## config.mk

```make
export PLATFORM = sky130hd
export DESIGN_NAME = mem_copy_engine
export DESIGN_NICKNAME = d
export VERILOG_FILES = /design/src/rtl/mem_copy_engine.sv
export SDC_FILE = /design/constraint.sdc
export NUM_CORES = 1
export LEC_CHECK = 0
export ABC_AREA = 0
export CAP_MARGIN = 20
export CORE_MARGIN = 2
export CORE_UTILIZATION = 25
export DETAILED_ROUTE_END_ITERATION = 6
export MAX_ROUTING_LAYER = met4
export PLACE_DENSITY = 0.48
export SYNTH_ARGS = -nofsm -noshare
export SYNTH_HDL_FRONTEND = slang
export SYNTH_SLANG_ARGS = --single-unit
export TNS_END_PERCENT = 50
```

## constraint.sdc

```tcl
create_clock -name clk -period 2.8 [get_ports clk]
set_input_delay 0.56 -clock clk [delete_from_list [all_inputs] [get_ports clk]]
set_output_delay 0.56 -clock clk [all_outputs]
set_load 0.02 [all_outputs]
```

## src/rtl/mem_copy_engine.sv

```systemverilog
// rtl/mem_copy_engine.sv - word-by-word memory-to-memory copy engine for a single-port DataMemory
module mem_copy_engine #(
    parameter int ADDR_W = 6,
    parameter int DATA_W = 32
) (
    input  logic              clk,
    input  logic              rst_n,
    input  logic              start,
    input  logic [ADDR_W-1:0] src_addr,
    input  logic [ADDR_W-1:0] dst_addr,
    input  logic [ADDR_W:0]   length,
    output logic              busy,
    output logic              done,
    output logic              MemRead,
    output logic              MemWrite,
    output logic [ADDR_W-1:0] Address,
    output logic [DATA_W-1:0] WriteData,
    input  logic [DATA_W-1:0] ReadData
);

    typedef enum logic [1:0] {
        S_IDLE  = 2'd0,
        S_READ  = 2'd1,
        S_WRITE = 2'd2,
        S_DONE  = 2'd3
    } state_t;

    localparam logic [ADDR_W:0] MAX_LEN = {1'b1, {ADDR_W{1'b0}}};
    localparam logic [ADDR_W:0] ONE     = {{ADDR_W{1'b0}}, 1'b1};

    state_t            r_state;
    logic [ADDR_W-1:0] r_src;
    logic [ADDR_W-1:0] r_dst;
    logic [ADDR_W:0]   r_len;
    logic [ADDR_W:0]   r_cnt;
    logic [DATA_W-1:0] r_buf;
    logic              r_busy;
    logic              r_done;
    logic              r_rd;
    logic              r_wr;
    logic [ADDR_W-1:0] r_addr;

    logic [ADDR_W:0]   w_len_clamped;
    logic [ADDR_W:0]   w_cnt_nxt;
    logic [ADDR_W-1:0] w_src_nxt;
    logic [ADDR_W-1:0] w_dst_cur;

    assign w_len_clamped = (length > MAX_LEN) ? MAX_LEN : length;
    assign w_cnt_nxt     = r_cnt + ONE;
    // Address sums truncate to ADDR_W bits, giving the modulo wrap for free
    assign w_src_nxt     = r_src + w_cnt_nxt[ADDR_W-1:0];
    assign w_dst_cur     = r_dst + r_cnt[ADDR_W-1:0];

    // Outputs are registered one state ahead so they line up with the state they belong to
    always_ff @(posedge clk or negedge rst_n) begin
        if (!rst_n) begin
            r_state <= S_IDLE;
            r_src   <= '0;
            r_dst   <= '0;
            r_len   <= '0;
            r_cnt   <= '0;
            r_buf   <= '0;
            r_busy  <= 1'b0;
            r_done  <= 1'b0;
            r_rd    <= 1'b0;
            r_wr    <= 1'b0;
            r_addr  <= '0;
        end else begin
            case (r_state)
                S_IDLE: begin
                    if (start) begin
                        r_src <= src_addr;
                        r_dst <= dst_addr;
                        r_len <= w_len_clamped;
                        r_cnt <= '0;
                        if (length == '0) begin
                            r_state <= S_DONE;
                            r_done  <= 1'b1;
                        end else begin
                            r_state <= S_READ;
                            r_busy  <= 1'b1;
                            r_rd    <= 1'b1;
                            r_addr  <= src_addr;
                        end
                    end
                end
                S_READ: begin
                    r_state <= S_WRITE;
                    r_buf   <= ReadData;
                    r_rd    <= 1'b0;
                    r_wr    <= 1'b1;
                    r_addr  <= w_dst_cur;
                end
                S_WRITE: begin
                    r_cnt <= w_cnt_nxt;
                    r_wr  <= 1'b0;
                    r_buf <= '0;
                    if (w_cnt_nxt == r_len) begin
                        r_state <= S_DONE;
                        r_busy  <= 1'b0;
                        r_done  <= 1'b1;
                        r_addr  <= '0;
                    end else begin
                        r_state <= S_READ;
                        r_rd    <= 1'b1;
                        r_addr  <= w_src_nxt;
                    end
                end
                S_DONE: begin
                    r_state <= S_IDLE;
                    r_done  <= 1'b0;
                end
                default: r_state <= S_IDLE;
            endcase
        end
    end

    assign busy      = r_busy;
    assign done      = r_done;
    assign MemRead   = r_rd;
    assign MemWrite  = r_wr;
    assign Address   = r_addr;
    assign WriteData = r_buf;

endmodule

```

==> flow_metrics.tcl, run 1 <==
set metrics [dict create \
    yosys-mux-area-fraction_pct 5.08 \
    die-area_sq_mm 0.0152 \
    rows 43 \
    drt-vias-per-instance 4.76 \
    reg2reg_depth 8 \
    p_per_area_mw_per_mm2 1230 \
    fin_crit_ns 2.40 \
    cts_setup_buffers 0 \
    synth_compound_area_share_pct 22.7 \
    io_buffers 95 \
    p_leak_nw 2.15 \
    netlist_area_sq_mm 0.00357 \
    dp_hpwl_mm 6.90 \
    run_status "finished, final reports clean" \
    cts_resized 0 \
    drt_first_iter_violations 129 \
    htree_levels 3 \
    grt_pass1_wl_mm 15.4 \
    cts_made_buffers 9 \
    ios 96 \
    fin_util_pct 36.1 \
    min_period_over_period_pct 85.6 \
    async_reset_ff_share_pct 100 \
    initial_core_util_pct 25.6 \
    diodes 0 \
    cts-root-buf "clkbuf_16" \
    grt_start_max_net_pins 42 \
    pwr-share-comb_pct 53.3 \
    drc_errors 0 \
    hp-class "in2async" \
    synth_top_area_share_pct 49.1 \
    yosys.area_share.simple_pct 8.56 \
    p_clk_share_pct 18.2 \
    worst_pin_slew_ns 0.704 \
    p_switching_mw 2.49 \
    wl_per_cell_um 15.6 \
    place_area_sq_mm 0.00474 \
    core_sq_mm 0.0139 \
    dp.cells 588 \
    worstPathRequired_ns 3.06 \
    critPathArrivalTime_ns 2.66 \
    synthCells 322 \
    track_usage_pct 13.7 \
    final.setup.tns_ns 0 \
    drive_above_1_share_pct 10.2 \
    drtPass1Iterations 4 \
    clk_pin_slew_ns 0.06 \
    reg2reg_slack_ns 0.40 \
    ys_seq_area_share_pct 49.1 \
    ir_drop_mv 0.514 \
    ys_warn_count 0 \
    ys_ff_latch 70 \
    dieWidth_um 123 \
    power_mw 6.20 \
    synth_edf_count 0 \
    fmax_ghz 0.417 \
    setup.worst_path.end_class "flip-flop" \
    synthTopCellsByCount "70 x dfrtp_1, 34 x a22o_1, 21 x o21ai_0" \
    syn-mean-instance-area_sq_um 11.1 \
    cts_tree "done" \
    yosysUniqueCellTypes 52 \
    rsz0062_at_grt "false" \
    relSlewSlack_pct 53.1 \
    clk_latency_ns 0.33 \
    grt_pass1_vias 3005 \
    criticalPathCategory "reg2reg" \
    gp_routability_congestion 0.812 \
    routed_wl_mm 9.42 \
    synthAdderAreaFrac_pct 6.38 \
    fin_cells 603 \
    via_count 2870 \
    drv_slew 0 \
    post_synth_main_area_contributors "dfrtp_1 49%, a22o_1 8.3%, ha_1 5.3%" \
    cp_max_fo 6 \
    postLayoutCellArea_sq_mm 0.00503 \
    p_int_mw 3.71 \
    fin_nets 490 \
    area_growth_pct 40.9 \
    clockBufferDepth 2 \
    yosysTopAreaCell "dfrtp_1" \
    hold_violations 0 \
    setup_viol 0 \
    maxCapViolations 0 \
    syn_nets 393 \
    crit_path_start_kind "flip-flop" \
    overflow 0 \
    cts.sinks 70 \
    p_sw_share_pct 40.2 \
    power_frac_seq_pct 28.5 \
    synth_most_common_cell "dfrtp_1" \
    ant_nets 0 \
    ys.flop_type "dfrtp_1" \
    final.setup_skew_ns 0.00663 \
    synth-xor-area-share_pct 4.17 \
    grt_antenna_before_repair 0 \
    die-height_um 123 \
    holdBufCountCts 0 \
    synth_top_family_by_area "compound AO/OA/AOI/OAI gates" \
]
-- kinds of logic (layout without fill, tap and decap cells) --
kind of cell | after synthesis | in the layout
AO/OA/AOI/OAI | 109 | 109
flip-flops | 70 | 70
AND/OR/NAND/NOR | 57 | 57
buffers and inverters | 36 | 137
adder cells (fa/ha/maj) | 17 | 17
XOR/XNOR | 17 | 17
multiplexers | 16 | 16
-- stage by stage --
| step | hold WS [ns] | setup WS (ns) |
|---|---|---|
| floorplan | 0.264 | 0.551 |
| global placement | 0.470 | 0.300 |
| detailed placement | 0.472 | 0.307 |
| CTS | 0.286 | 0.381 |
| global route | 0.324 | 0.243 |
| finish | 0.258 | 0.402 |
-- layout make-up --
cell class / instances / area [sq um]
fillers: 1379 / 8910
flip-flops and latches: 70 / 1750
multi-input cells: 216 / 1670
repair buffers: 102 / 1010
clock buffers: 10 / 229
well taps: 180 / 225
inverters: 20 / 75.1
clock inverters: 5 / 61.3
-- layout by cell type (no fill, tap or decap), types with 2 or more instances in the layout --
| cell type | instances |
|---|---|
| nand4_1 | 3 |
| a31oi_1 | 2 |
| inv_1 | 18 |
| nor2_1 | 3 |
| clkinv_1 | 2 |
| nand2b_1 | 6 |
| xor2_1 | 7 |
| clkbuf_16 | 9 |
| a21o_1 | 6 |
| mux2i_1 | 2 |
| fa_1 | 2 |
| o21ai_0 | 21 |
| clkinvlp_4 | 3 |
| o21a_1 | 2 |
| mux2_2 | 13 |
| and3_1 | 2 |
| a22oi_1 | 2 |
| nor3_1 | 5 |
| nand2_1 | 18 |
| a311o_1 | 5 |
| a21oi_1 | 18 |
| a22o_1 | 34 |
| nand3_1 | 5 |
| a211o_1 | 2 |
| o21bai_1 | 2 |
| xnor2_1 | 10 |
| a211oi_1 | 2 |
| clkdlybuf4s50_1 | 94 |
| ha_1 | 15 |
| dfrtp_1 | 70 |
| buf_4 | 6 |
| or3_1 | 7 |
-- critical path: stages, from the launching register on --
cell and delay, ns:
dfrtp_1 0.46, ha_1 0.26, and3_1 0.27, xnor2_1 0.27, inv_1 0.10, ha_1 0.31, xor2_1 0.17, a311o_1 0.33
a21oi_1 0.14
-- power groups by stage --
stage / logic, mW / registers [mW] / clock network [mW]
6_report: 3.30 / 1.77 / 1.13
5_1_grt: 3.65 / 1.83 / 1.22
4_1_cts: 3.35 / 1.77 / 1.18
3_5_place_dp: 3.34 / 1.77 / 0
3_3_place_gp: 3.32 / 1.79 / 0
2_1_floorplan: 1.82 / 2.07 / 0
-- worst paths after layout --
check | from | endpoint
worst min-delay path | rst_n | WriteData[26]
worst max register to register | r_cnt[1] | Address[4]
max in group asynchronous | rst_n | Address[3]
worst min register to register | MemWrite | MemWrite
min in group clk | MemWrite | MemWrite
worst max-delay path | r_cnt[1] | Address[4]
-- routing by layer --
layer	up-vias	global-route usage (%)	wire, um
met5	-	-	0
met4	0	3.62	134
li1	1392	-	-
met1	1380	17.0	4360
met3	9	5.77	731
met2	89	20.5	4190
-- sequential cells by signal, indices dropped and copies added, names as in the netlist --
name,count
r_cnt,7
MemWrite,1
r_src,6
done,1
MemRead,1
r_len,7
r_state,2
busy,1
Address,6
r_dst,6
WriteData,32
No activity file was read; power rests on OpenSTA's default activity.
==> run 2: changes to the inputs <==
- CORE_MARGIN: 2 -> 3
==> run 2 against run 1 <==
Sequential cell count did not move. Routed wire length is 8.0% higher. Hold slack got worse by 0.022 ns. Sequential power is essentially flat. Cell count is 0.33% higher. Die area increased by 3.3%. First-iteration DRC count is 3.1% higher. Critical path type unchanged. Sequential share of layout area down 0.21 points. Non-clock buffer count grew 2. Highest routed layer unchanged. Critical path depth did not move. Fmax barely moved.
==> flow_metrics.tcl, run 2 (synthesis gave the netlist of run 1 again) <==
set metrics [dict create \
    cts.sinks 70 \
    routed_wl_mm 10.2 \
    hp-class "in2async" \
    diodes 0 \
    pwr-share-comb_pct 53.0 \
    final_common_cell "clkdlybuf4s50_1" \
    p_int_mw 3.81 \
    rr_endpoint "Address[4]" \
    drtPass1Iterations 4 \
    cts_made_buffers 9 \
    holdBufCountCts 0 \
    area_growth_pct 41.7 \
    crit_path_start_kind "flip-flop" \
    post-place-ws_ns 0.354 \
    via_count 2928 \
    fmax_ghz 0.417 \
    ios 96 \
    setup_slack_ns 0.404 \
    core_sq_mm 0.0139 \
    final_cell_mix "94 x clkdlybuf4s50_1, 70 x dfrtp_1, 34 x a22o_1" \
    critPathArrivalTime_ns 2.65 \
    clk_latency_ns 0.33 \
    dieWidth_um 125 \
    overflow 0 \
    rows 43 \
    maxCapViolations 0 \
    wl_per_cell_um 16.8 \
    largest_reg_flops 32 \
    crit_chain "ha_1 -> xor2_1 -> ha_1 -> a21o_1 -> a21oi_1 -> xor2_1 -> a311o_1 -> a21oi_1" \
    worst_path_largest_cell_delay_ns 0.44 \
    final.setup.tns_ns 0 \
    relSlewSlack_pct 58.1 \
    criticalPathCategory "reg2reg" \
    ir_drop_mv 0.624 \
    die-height_um 125 \
    worstPathRequired_ns 3.05 \
    grt_start_max_net_pins 45 \
    initial_core_util_pct 25.6 \
    grt_pass1_wl_mm 16.6 \
    worst_pin_slew_ns 0.628 \
    clockBufferDepth 2 \
    drive_above_1_share_pct 10.4 \
    cts_resized 0 \
    io_buffers 95 \
    htree_levels 3 \
    cp_slowest_cell "dfrtp_1" \
    p_leak_nw 2.17 \
    startpoint "r_cnt[1]" \
    p_sw_share_pct 40.0 \
    cts_setup_buffers 0 \
    grt_antenna_before_repair 0 \
    gp_routability_congestion 0.859 \
    fin_cells 605 \
    setup.worst_path.end_class "flip-flop" \
    rsz0062_at_grt "false" \
    drt-vias-per-instance 4.84 \
    min_period_over_period_pct 85.6 \
    r2r-start "r_cnt[1]" \
    run_status "finished, final reports clean" \
    fin_nets 492 \
    clk_pin_slew_ns 0.06 \
    cts_tree "done" \
    dp_hpwl_mm 7.44 \
    grt_pass1_vias 3091 \
    cp_max_fo 6 \
    dp.cells 590 \
    p_per_area_mw_per_mm2 1260 \
    setup_viol 0 \
    track_usage_pct 13.7 \
    drv_slew 0 \
    die-area_sq_mm 0.0157 \
    cts-root-buf "clkbuf_16" \
    ant_nets 0 \
    p_switching_mw 2.54 \
    power_frac_seq_pct 28.0 \
    reg2reg_slack_ns 0.40 \
    p_clk_share_pct 19.0 \
    drt_first_iter_violations 133 \
    final.setup_skew_ns 0.00431 \
    worstSetupEndpoint "Address[4]" \
    drc_errors 0 \
    reg2reg_depth 8 \
    hold_violations 0 \
    fin_crit_ns 2.40 \
]
==> run 2: changes by cell type in the layout (fill, tap and decap cells not counted), sizes merged <==
cell      change
bufinv        +1
buf           +2
clkbuf        +1
clkinvlp      -2
==> run 2: stage by stage <==
stage	hold WS, ns	instance area (sq um)	utilization, %	power, mW
6_report	0.235	5060	36.3	6.35
5_1_grt	0.275	5060	36.3	6.82
4_1_cts	0.247	5060	36.3	6.44
3_5_place_dp	0.470	4750	34.1	5.18
3_3_place_gp	0.463	4750	34.1	5.18
2_1_floorplan	0.264	3570	-	3.88
==> run 2: routing by layer <==
layer	global-route usage (%)	wire (um)	vias to the layer above
li1	-	-	1390
met1	18.1	4790	1420
met2	19.4	4410	102
met3	4.61	740	16
met4	5.42	228	0
met5	-	0	-
==> run 2: power groups by stage <==
| stage | registers, mW | clock network, mW | logic [mW] |
|---|---|---|---|
| after floorplan | 2.07 | 0 | 1.82 |
| after global placement | 1.79 | 0 | 3.39 |
| after detailed placement | 1.78 | 0 | 3.40 |
| after CTS | 1.79 | 1.24 | 3.41 |
| after global routing | 1.85 | 1.29 | 3.69 |
| final | 1.78 | 1.20 | 3.36 |
==> run 2: how the worst min path moves through the flow <==
stage	from	end
3_5_place_dp	MemWrite	MemWrite
6_report	rst_n	WriteData[4]
5_1_grt	rst_n	WriteData[4]
3_3_place_gp	MemWrite	MemWrite
2_1_floorplan	rst_n	Address[0]
4_1_cts	rst_n	WriteData[4]
==> run 2: cell type report <==
class,count,area (sq um)
clock inverters,4,72.6
flip-flops and latches,70,1750
clock buffers,11,233
inverters,20,75.1
repair buffers,104,1030
fillers,1389,8880
well taps,180,225
multi-input cells,216,1670
==> run 2: worst max-delay path, delay by kind of cell, from the launching register on <==
family	cells	cell delay (ns)
compound gates	4	0.84
fa+ha+maj	2	0.60
flops	1	0.44
xor+xnor	2	0.43
